## src/rtl/serdesphy_manchester_decoder_pipe.sv

```systemverilog
`default_nettype none
// ============================================================================
// Module      : serdesphy_manchester_decoder_pipe
// Description : Streaming Manchester (biphase) decoder for the SerDes PHY RX
//               path. One decode stage (S1) feeds an output FIFO; invalid
//               pairs are flagged per bit, errored words are counted and may
//               optionally be dropped.
// Revision    : 1.0 - initial release
// ============================================================================
module serdesphy_manchester_decoder_pipe #(
  parameter int DATA_W        = 8,
  parameter int FIFO_DEPTH    = 4,
  parameter int POLARITY      = 0,
  parameter int DROP_ON_ERROR = 0,
  parameter int CNT_W         = 8
) (
  input  logic                              clk,
  input  logic                              rst_n,
  input  logic                              enable,
  input  logic [2*DATA_W-1:0]               in_data,
  input  logic                              in_valid,
  output logic                              in_ready,
  output logic [DATA_W-1:0]                 out_data,
  output logic [DATA_W-1:0]                 out_err_mask,
  output logic                              out_error,
  output logic                              out_valid,
  input  logic                              out_ready,
  output logic [$clog2(FIFO_DEPTH+1)-1:0]   fifo_level,
  output logic [CNT_W-1:0]                  err_count,
  input  logic                              err_count_clr
);

  localparam int PTR_W = $clog2(FIFO_DEPTH);
  localparam int LVL_W = $clog2(FIFO_DEPTH+1);
  localparam logic [CNT_W-1:0] c_cnt_max = '1;
  localparam logic [LVL_W:0]   c_depth   = (LVL_W+1)'(FIFO_DEPTH);

  // Combinational pair decode of the incoming word
  logic [DATA_W-1:0] w_dec_data;
  logic [DATA_W-1:0] w_dec_mask;

  for (genvar i = 0; i < DATA_W; i++) begin : g_pair
    logic [1:0] w_pair;
    assign w_pair        = in_data[2*i+1 -: 2];
    // 00 and 11 carry no transition: flag and force the data bit to 0
    assign w_dec_mask[i] = (w_pair[1] == w_pair[0]);
    assign w_dec_data[i] = (POLARITY == 0) ? (w_pair == 2'b01) : (w_pair == 2'b10);
  end

  // Pipeline / FIFO state
  logic                  r_s1_valid;
  logic [DATA_W-1:0]     r_s1_data;
  logic [DATA_W-1:0]     r_s1_mask;
  logic [2*DATA_W-1:0]   r_mem [FIFO_DEPTH];
  logic [PTR_W-1:0]      r_wr_ptr;
  logic [PTR_W-1:0]      r_rd_ptr;
  logic [LVL_W-1:0]      r_level;
  logic [CNT_W-1:0]      r_err_count;

  logic                  w_accept;
  logic                  w_s1_err;
  logic                  w_push;
  logic                  w_pop;
  logic [2*DATA_W-1:0]   w_head;

  // Room is reserved for the word already sitting in S1, so an accepted
  // word always finds a free FIFO slot one edge later.
  assign in_ready  = rst_n && enable &&
                     (({1'b0, r_level} + {{LVL_W{1'b0}}, r_s1_valid}) < c_depth);
  assign w_accept  = in_valid && in_ready;
  assign w_s1_err  = |r_s1_mask;
  assign w_push    = r_s1_valid && !((DROP_ON_ERROR != 0) && w_s1_err);
  assign out_valid = (r_level != '0);
  assign w_pop     = out_valid && out_ready;
  assign w_head    = r_mem[r_rd_ptr];

  // Head is masked to zero while empty so outputs are clean after reset
  assign out_data     = out_valid ? w_head[DATA_W-1:0]        : '0;
  assign out_err_mask = out_valid ? w_head[2*DATA_W-1:DATA_W] : '0;
  assign out_error    = |out_err_mask;
  assign fifo_level   = r_level;
  assign err_count    = r_err_count;

  // S1 register: loads on accept, otherwise empties into the FIFO
  always_ff @(posedge clk or negedge rst_n) begin
    if (!rst_n) begin
      r_s1_valid <= 1'b0;
      r_s1_data  <= '0;
      r_s1_mask  <= '0;
    end else if (w_accept) begin
      r_s1_valid <= 1'b1;
      r_s1_data  <= w_dec_data;
      r_s1_mask  <= w_dec_mask;
    end else begin
      r_s1_valid <= 1'b0;
    end
  end

  // FIFO storage: no reset needed, contents are qualified by the level
  always_ff @(posedge clk) begin
    if (w_push) begin
      r_mem[r_wr_ptr] <= {r_s1_mask, r_s1_data};
    end
  end

  // FIFO pointers and occupancy; push and pop together leave level unchanged
  always_ff @(posedge clk or negedge rst_n) begin
    if (!rst_n) begin
      r_wr_ptr <= '0;
      r_rd_ptr <= '0;
      r_level  <= '0;
    end else begin
      if (w_push) begin
        r_wr_ptr <= r_wr_ptr + PTR_W'(1);
      end
      if (w_pop) begin
        r_rd_ptr <= r_rd_ptr + PTR_W'(1);
      end
      case ({w_push, w_pop})
        2'b10:   r_level <= r_level + LVL_W'(1);
        2'b01:   r_level <= r_level - LVL_W'(1);
        default: r_level <= r_level;
      endcase
    end
  end

  // Saturating error counter; clear wins over a concurrent increment
  always_ff @(posedge clk or negedge rst_n) begin
    if (!rst_n) begin
      r_err_count <= '0;
    end else if (err_count_clr) begin
      r_err_count <= '0;
    end else if (r_s1_valid && w_s1_err && (r_err_count != c_cnt_max)) begin
      r_err_count <= r_err_count + CNT_W'(1);
    end
  end

endmodule
`default_nettype wire

```

## config.mk

```make
export PLATFORM = sky130hd
export DESIGN_NAME = serdesphy_manchester_decoder_pipe
export DESIGN_NICKNAME = d
export VERILOG_FILES = /design/src/rtl/serdesphy_manchester_decoder_pipe.sv
export SDC_FILE = /design/constraint.sdc
export NUM_CORES = 1
export LEC_CHECK = 0
export ABC_AREA = 1
export CAP_MARGIN = 20
export CORE_MARGIN = 5
export CORE_UTILIZATION = 35
export DETAILED_ROUTE_END_ITERATION = 10
export PLACE_DENSITY_LB_ADDON = 0.15
export SYNTH_ARGS = -nofsm -noshare
export SYNTH_HDL_FRONTEND = slang
export SYNTH_SLANG_ARGS = --single-unit
```

## constraint.sdc

```tcl
create_clock -name clk -period 2.2 [get_ports clk]
set_input_delay 0.44 -clock clk [delete_from_list [all_inputs] [get_ports clk]]
set_output_delay 0.44 -clock clk [all_outputs]
set_load 0.02 [all_outputs]
```

==> impl_metrics.csv, run 1 <==
group,metric,value,unit
outcome,status,"completed",
place,port_buffers,51,
global_route,grt_pass1_wl,15.25,mm
worst_hold_path,holdPathStages,0,
clocking,cts_setup_buffers,0,
power,power.total,6680,uW
detailed_routing,wl_per_cell,13.54,um
cells_and_area,drive_gt1_share,9.793,%
cells_and_area,final_common_cell,"nand2_1",
timing,worst_pin_slew,430.1,ps
synthesis,synth.distinct_cells,23,
global_route,antenna_found_initial,0,
place,place.gp.congestion,0.7603,
timing,fin_crit_sh,95.12,%
cells_and_area,area_growth,23.58,%
floorplan,die-area,14880,sq um
floorplan,start_util,35.20,%
global_route,grt_max_degree,33,
clocking,hold_buffers,0,
synthesis,ys_seq_area_share,62.05,%
detailed_routing,drc,0,
detailed_routing,via_per_inst,4.378,
clocking,ctsHtreeMaxLevel,3,
clocking,cts_buffers,9,
clocking,cts_num_sinks,96,
timing,hold_viol_final,0,
clocking,root_buffer,"clkbuf_16",
critical_path,path_max_fanout,16,
timing,rsz0062_at_grt,"yes",
critical_path,start_kind,"flip-flop",
floorplan,rows,41,
power,leakage,0.002526,uW
clocking,clockBufferDepth,2,
place,post-place-ws,-19.78,ps
clocking,path_clk_slew,70,ps
floorplan,die_w,122.0,um
detailed_routing,first_pass_iters,5,
timing,setup_tns,0,ps
power,pwr_density_cell,1232,nW/um^2
detailed_routing,antenna_left,0,
cells_and_area,area.sequential,2723,sq um
timing,slew_headroom,71.33,%
floorplan,die_y,122.0,um
critical_path,worstRegToRegCells,9,
run,drv_cap,0,
cells_and_area,final_cell_mix,"nand2_1, inv_1, edfxtp_1, nor2_1",
timing,maxSlewViolCount,0,
timing,holdWs,520.3,ps
cells_and_area,final_cell_count_no_fill,703,
worst_hold_path,hp-class,"flip-flop to flip-flop",
timing,period_minus_slack,2093,ps
global_route,overflow,0,
cells_and_area,n_antenna_cell,0,
place,dp.cells,687,
detailed_routing,finalWirelength,9.518,mm
critical_path,worstSetupEndpointType,"output port",
cells_and_area,nFillCells,1250,
clocking,cts_tree,"built",
synthesis,syn_inst,457,
floorplan,io_pins,52,
synthesis,synthesis.nets,494,
synthesis,netlist_top_cells_area,"edfxtp_1, dfrtp_1, nand2_1, inv_1, nor2_1",
critical_path,crit_required,1760,ps
detailed_routing,drt_iter0_drc,184,
timing,clock.fmax,477.9,MHz
clocking,clkLatencyLatePin,330,ps
synthesis,synth_top_cell_area_share,43.80,%
synthesis,synth_area_leader_cell,"edfxtp_1",
place,hpwl,6.395,mm
detailed_routing,dr_total_vias,3078,
critical_path,worstSetupPathType,"flip-flop to output port",
synthesis,yosys_warnings,0,
critical_path,cp_data_arrival_time,1650,ps
global_route,grt_pass1_vias,2977,
timing,fin_ws,107.4,ps
synthesis,ys_ff_latch,96,
synthesis,syn-cell-area,4388,sq um
cells_and_area,finalNetCount,563,
power,irDropWorstVdd,0.6121,mV
cells_and_area,multi_input_area,1315,sq um
timing,skew,6.298,ps
synthesis,avgSynthCellArea,9.602,sq um
floorplan,core,12470,sq um
global_route,globalRouteTotalUtil,13.31,%
timing,setup_viol,0,
worst paths after layout:
kind / end / startpoint / slack, ps
max: out_data[3] / r_rd_ptr[0] / 110
min: r_mem[0][5] / r_s1_data[5] / 520
max reg2reg: fifo_level[2] / fifo_level[2] / 200
min reg2reg: r_mem[0][5] / r_s1_data[5] / 520
max in group asynchronous: err_count[3] / rst_n / 1310
min in group asynchronous: r_s1_valid / rst_n / 580
through the flow:
step	utilization [%]	cell area, sq um
after global placement	41.70	5199
final	43.50	5423
after CTS	43.75	5454
after detailed placement	41.70	5199
after floorplan	-	4388
after global routing	43.50	5423
critical path, cell delays in order, from the launching register on:
cell and delay (ps):
dfrtp_1 420, inv_2 90, buf_4 200, o21ai_0 130
a21oi_1 190, clkdlybuf4s15_2 280
where the power goes:
group | switching [uW] | leakage (uW) | internal, uW
combinational | 1550 | 0.00140 | 1000
sequential | 350 | 0.000997 | 2360
clock | 650 | 0.000132 | 770
total | 2550 | 0.00253 | 4130
routing by layer:
layer | vias up | routed length [um] | part of all wire (%) | track usage, %
li1 | 1583 | - | - | -
met1 | 1425 | 4595 | 48 | 19.17
met2 | 61 | 4412 | 46 | 20.44
met3 | 9 | 421 | 4.4 | 2.739
met4 | 0 | 89 | 0.94 | 3.782
met5 | - | 0 | 0 | 0
cells in the mapped netlist:
| cell type | instances |
|---|---|
| edfxtp_1 | 64 |
| ha_1 | 14 |
| nor3_4 | 1 |
| clkbuf_1 | 2 |
| dfrtp_1 | 32 |
| nand2_1 | 139 |
| a21oi_1 | 11 |
| xor2_1 | 4 |
| buf_2 | 8 |
| nand4_1 | 2 |
| nand3_2 | 1 |
| buf_6 | 2 |
| xnor2_1 | 2 |
| nor2_1 | 52 |
| nand3_1 | 27 |
| o21ai_0 | 21 |
| fa_1 | 1 |
| buf_4 | 2 |
| inv_4 | 1 |
| nor3_1 | 1 |
| inv_2 | 3 |
| nand2_4 | 1 |
| inv_1 | 66 |
cell families after synthesis:
family	Yosys count	share of synthesized area [%]
and+or+nand+nor	224	20.67
DFF	96	62.05
buffers and inverters	84	7.984
AOI/OAI and AO/OA	32	3.650
adders and majority gates	15	4.448
xor gates and xnor gates	6	1.198
flip-flops by register name, indices dropped and copies added, names as in the netlist:
signal / cells
r_s1_valid: 1
r_mem: 64
r_wr_ptr: 2
fifo_level: 3
err_count: 8
r_s1_data: 8
r_rd_ptr: 2
r_s1_mask: 8
layout make-up:
| class | instances | share of cell area, % |
|---|---|---|
| Sequential cell | 96 | 50.21 |
| Multi-Input combinational cell | 277 | 24.25 |
| Timing Repair Buffer | 72 | 11.74 |
| Inverter | 70 | 4.892 |
| Clock buffer | 11 | 4.292 |
| Tap cell | 172 | 3.969 |
| Clock inverter | 5 | 0.6461 |
what timing repair did:
action                                 in CTS  in global routing
pin swaps                                   1                  0
resized for setup                          24                 23
endpoints found under the hold margin       0                  0
setup endpoints to repair                  17                 16
Power figures use the tool's default switching activity.
==> run 2: changes to the inputs <==
--- a/config.mk
+++ b/config.mk
@@ -7,8 +7,10 @@
 export LEC_CHECK = 0
 export ABC_AREA = 1
 export CAP_MARGIN = 20
+export CORE_ASPECT_RATIO = 1.5
 export CORE_MARGIN = 5
 export CORE_UTILIZATION = 35
+export CTS_CLUSTER_SIZE = 24
 export DETAILED_ROUTE_END_ITERATION = 10
 export PLACE_DENSITY_LB_ADDON = 0.15
 export SYNTH_ARGS = -nofsm -noshare
==> run 2 against run 1 <==
  * Clock skew shrank 1.5 ps
  * Clock-buffer cell count shrank 2
  * Maximum frequency shrank 1.3%
  * Wire length grew 0.30%
  * First-iteration DRC count shrank 37%
  * Critical path type unchanged
  * Critical endpoint is now out_valid
  * Largest cell class unchanged
==> impl_metrics.csv, run 2 (same netlist as run 1, synthesis figures left out) <==
group,metric,value,unit
outcome,status,"completed",
timing,fin_crit_sh,96.40,%
detailed_routing,finalWirelength,9.547,mm
clocking,clkLatencyLatePin,340,ps
timing,slew_headroom,70.94,%
cells_and_area,largest_reg_flops,64,
clocking,clockBufferDepth,2,
critical_path,start_kind,"flip-flop",
critical_path,cp_data_arrival_time,1680,ps
floorplan,start_util,35.42,%
detailed_routing,dr_wl_met3,374,um
critical_path,worstSetupPathType,"flip-flop to output port",
timing,worst_pin_slew,436.0,ps
run,drv_cap,0,
power,leakage,0.002562,uW
worst_hold_path,hp-class,"flip-flop to flip-flop",
cells_and_area,final_common_cell,"nand2_1",
power,irDropWorstVdd,0.4325,mV
floorplan,io_pins,52,
timing,clock.fmax,471.5,MHz
global_route,overflow,0,
global_route,grt_pass1_wl,15.57,mm
detailed_routing,drc,0,
worst_hold_path,holdPathStages,0,
place,port_buffers,51,
power,power.total,6957,uW
clocking,cts_buffers,9,
cells_and_area,drive_gt1_share,10.13,%
floorplan,die_w,101.4,um
clocking,path_clk_slew,60,ps
clocking,root_buffer,"clkbuf_16",
detailed_routing,first_pass_iters,4,
place,place.gp.congestion,0.8511,
timing,hold_viol_final,0,
timing,setup_viol,0,
critical_path,cpPeakStageDelay,530,ps
floorplan,die_y,147.1,um
timing,maxSlewViolCount,0,
cells_and_area,regMostFlops,"r_mem",
detailed_routing,wl_met2,5.249,mm
critical_path,crit_required,1760,ps
critical_path,critical-path-slowest-cell,"clkdlybuf4s50_1",
critical_path,path_cells,"nor3_4 -> buf_4 -> inv_4 -> clkdlybuf4s50_1",
cells_and_area,n_antenna_cell,0,
cells_and_area,multi_input_area,1319,sq um
clocking,cts_num_sinks,96,
critical_path,worstRegToRegCells,9,
cells_and_area,area.sequential,2724,sq um
place,hpwl,6.934,mm
cells_and_area,finalNetCount,565,
timing,skew,4.756,ps
critical_path,worstSetupEndpointType,"output port",
cells_and_area,area_growth,25.92,%
power,pwr_density_cell,1259,nW/um^2
timing,period_minus_slack,2121,ps
cells_and_area,final_cell_mix,"nand2_1, inv_1, edfxtp_1, nor2_1, clkdlybuf4s50_1",
floorplan,core,12390,sq um
global_route,globalRouteTotalUtil,13.64,%
clocking,cts_tree,"built",
critical_path,path_max_fanout,9,
cells_and_area,nFillCells,1204,
detailed_routing,dr.max_layer_used,"met4",
global_route,grt_max_degree,33,
clocking,ctsHtreeMaxLevel,3,
floorplan,die-area,14920,sq um
detailed_routing,met1_length,3.689,mm
detailed_routing,via_per_inst,4.467,
timing,setup_tns,0,ps
detailed_routing,dr_total_vias,3078,
timing,rsz0062_at_grt,"yes",
global_route,grt_pass1_vias,3146,
floorplan,rows,50,
global_route,antenna_found_initial,0,
detailed_routing,drt_iter0_drc,116,
detailed_routing,wl_per_cell,13.86,um
detailed_routing,antenna_left,0,
[run 2: changes by cell type in the layout (fill, tap and decap cells not counted), sizes merged]
cell / previous run / this run
clkdlybuf4s50: 32 / 33
clkinvlp: 0 / 2
clkdlybuf4s15: 4 / 2
dlygate4sd2: 3 / 10
inv: 71 / 70
clkbuf: 19 / 15
dlymetal6s2s: 2 / 0
bufinv: 0 / 2
clkinv: 4 / 3
[run 2: final timing paths]
kind,start,endpoint,slack (ps)
setup reg to reg,fifo_level[2],fifo_level[2],280
max in group asynchronous,rst_n,r_rd_ptr[0],1200
min in group asynchronous,rst_n,err_count[7],660
hold reg to reg,r_s1_data[2],r_mem[0][2],530
hold / removal,r_s1_data[2],r_mem[0][2],530
setup / recovery,fifo_level[0],out_valid,80
[run 2: layout make-up]
| class | instances | area share [%] |
|---|---|---|
| tap | 156 | 3.533 |
| clock buffer | 9 | 4.076 |
| inverter | 70 | 4.891 |
| multi-input combinational | 277 | 23.87 |
| sequential | 96 | 49.30 |
| clock inverter | 7 | 1.744 |
| timing repair buffer | 74 | 12.59 |
[run 2: worst max-delay path: cells and delay by family (launching register included)]
family | cells | cell delay, ps
buf+inv | 3 | 760
flops | 1 | 410
simple gates | 1 | 170
[run 2: metrics by stage]
step                      setup slack [ps]  hold slack, ps  util, %  area (sq um)  instances
after global routing                -39.45           555.4    44.61          5525        689
after detailed placement            -94.90           523.9    41.91          5191        671
final                                79.29           530.5    44.61          5525        689
after CTS                            2.066           536.9    44.47          5509        688
after floorplan                      269.6           144.4        -          4388        457
after global placement              -112.5           511.8    41.91          5191        671
[run 2: repair_timing]
| action | 4_1_cts | 5_1_grt |
|---|---|---|
| hold buffers | 0 | 0 |
| setup endpoints to repair | 19 | 9 |
| buffers inserted | 1 | 0 |
| pin swaps | 1 | 1 |
| gates resized for setup | 24 | 17 |
| cloned | 0 | 1 |
[run 2: where the power goes]
group	switching [uW]	internal (uW)	leakage [uW]
Clock	654	995	0.000149
Combinational	1550	1080	0.00142
Sequential	321	2360	0.000996
Total	2520	4440	0.00256
[run 2: routing by layer]
layer	vias to the layer above	track usage [%]
met2	62	24.80
met4	0	5.522
met5	-	0
met1	1412	14.98
li1	1586	-
met3	18	2.993
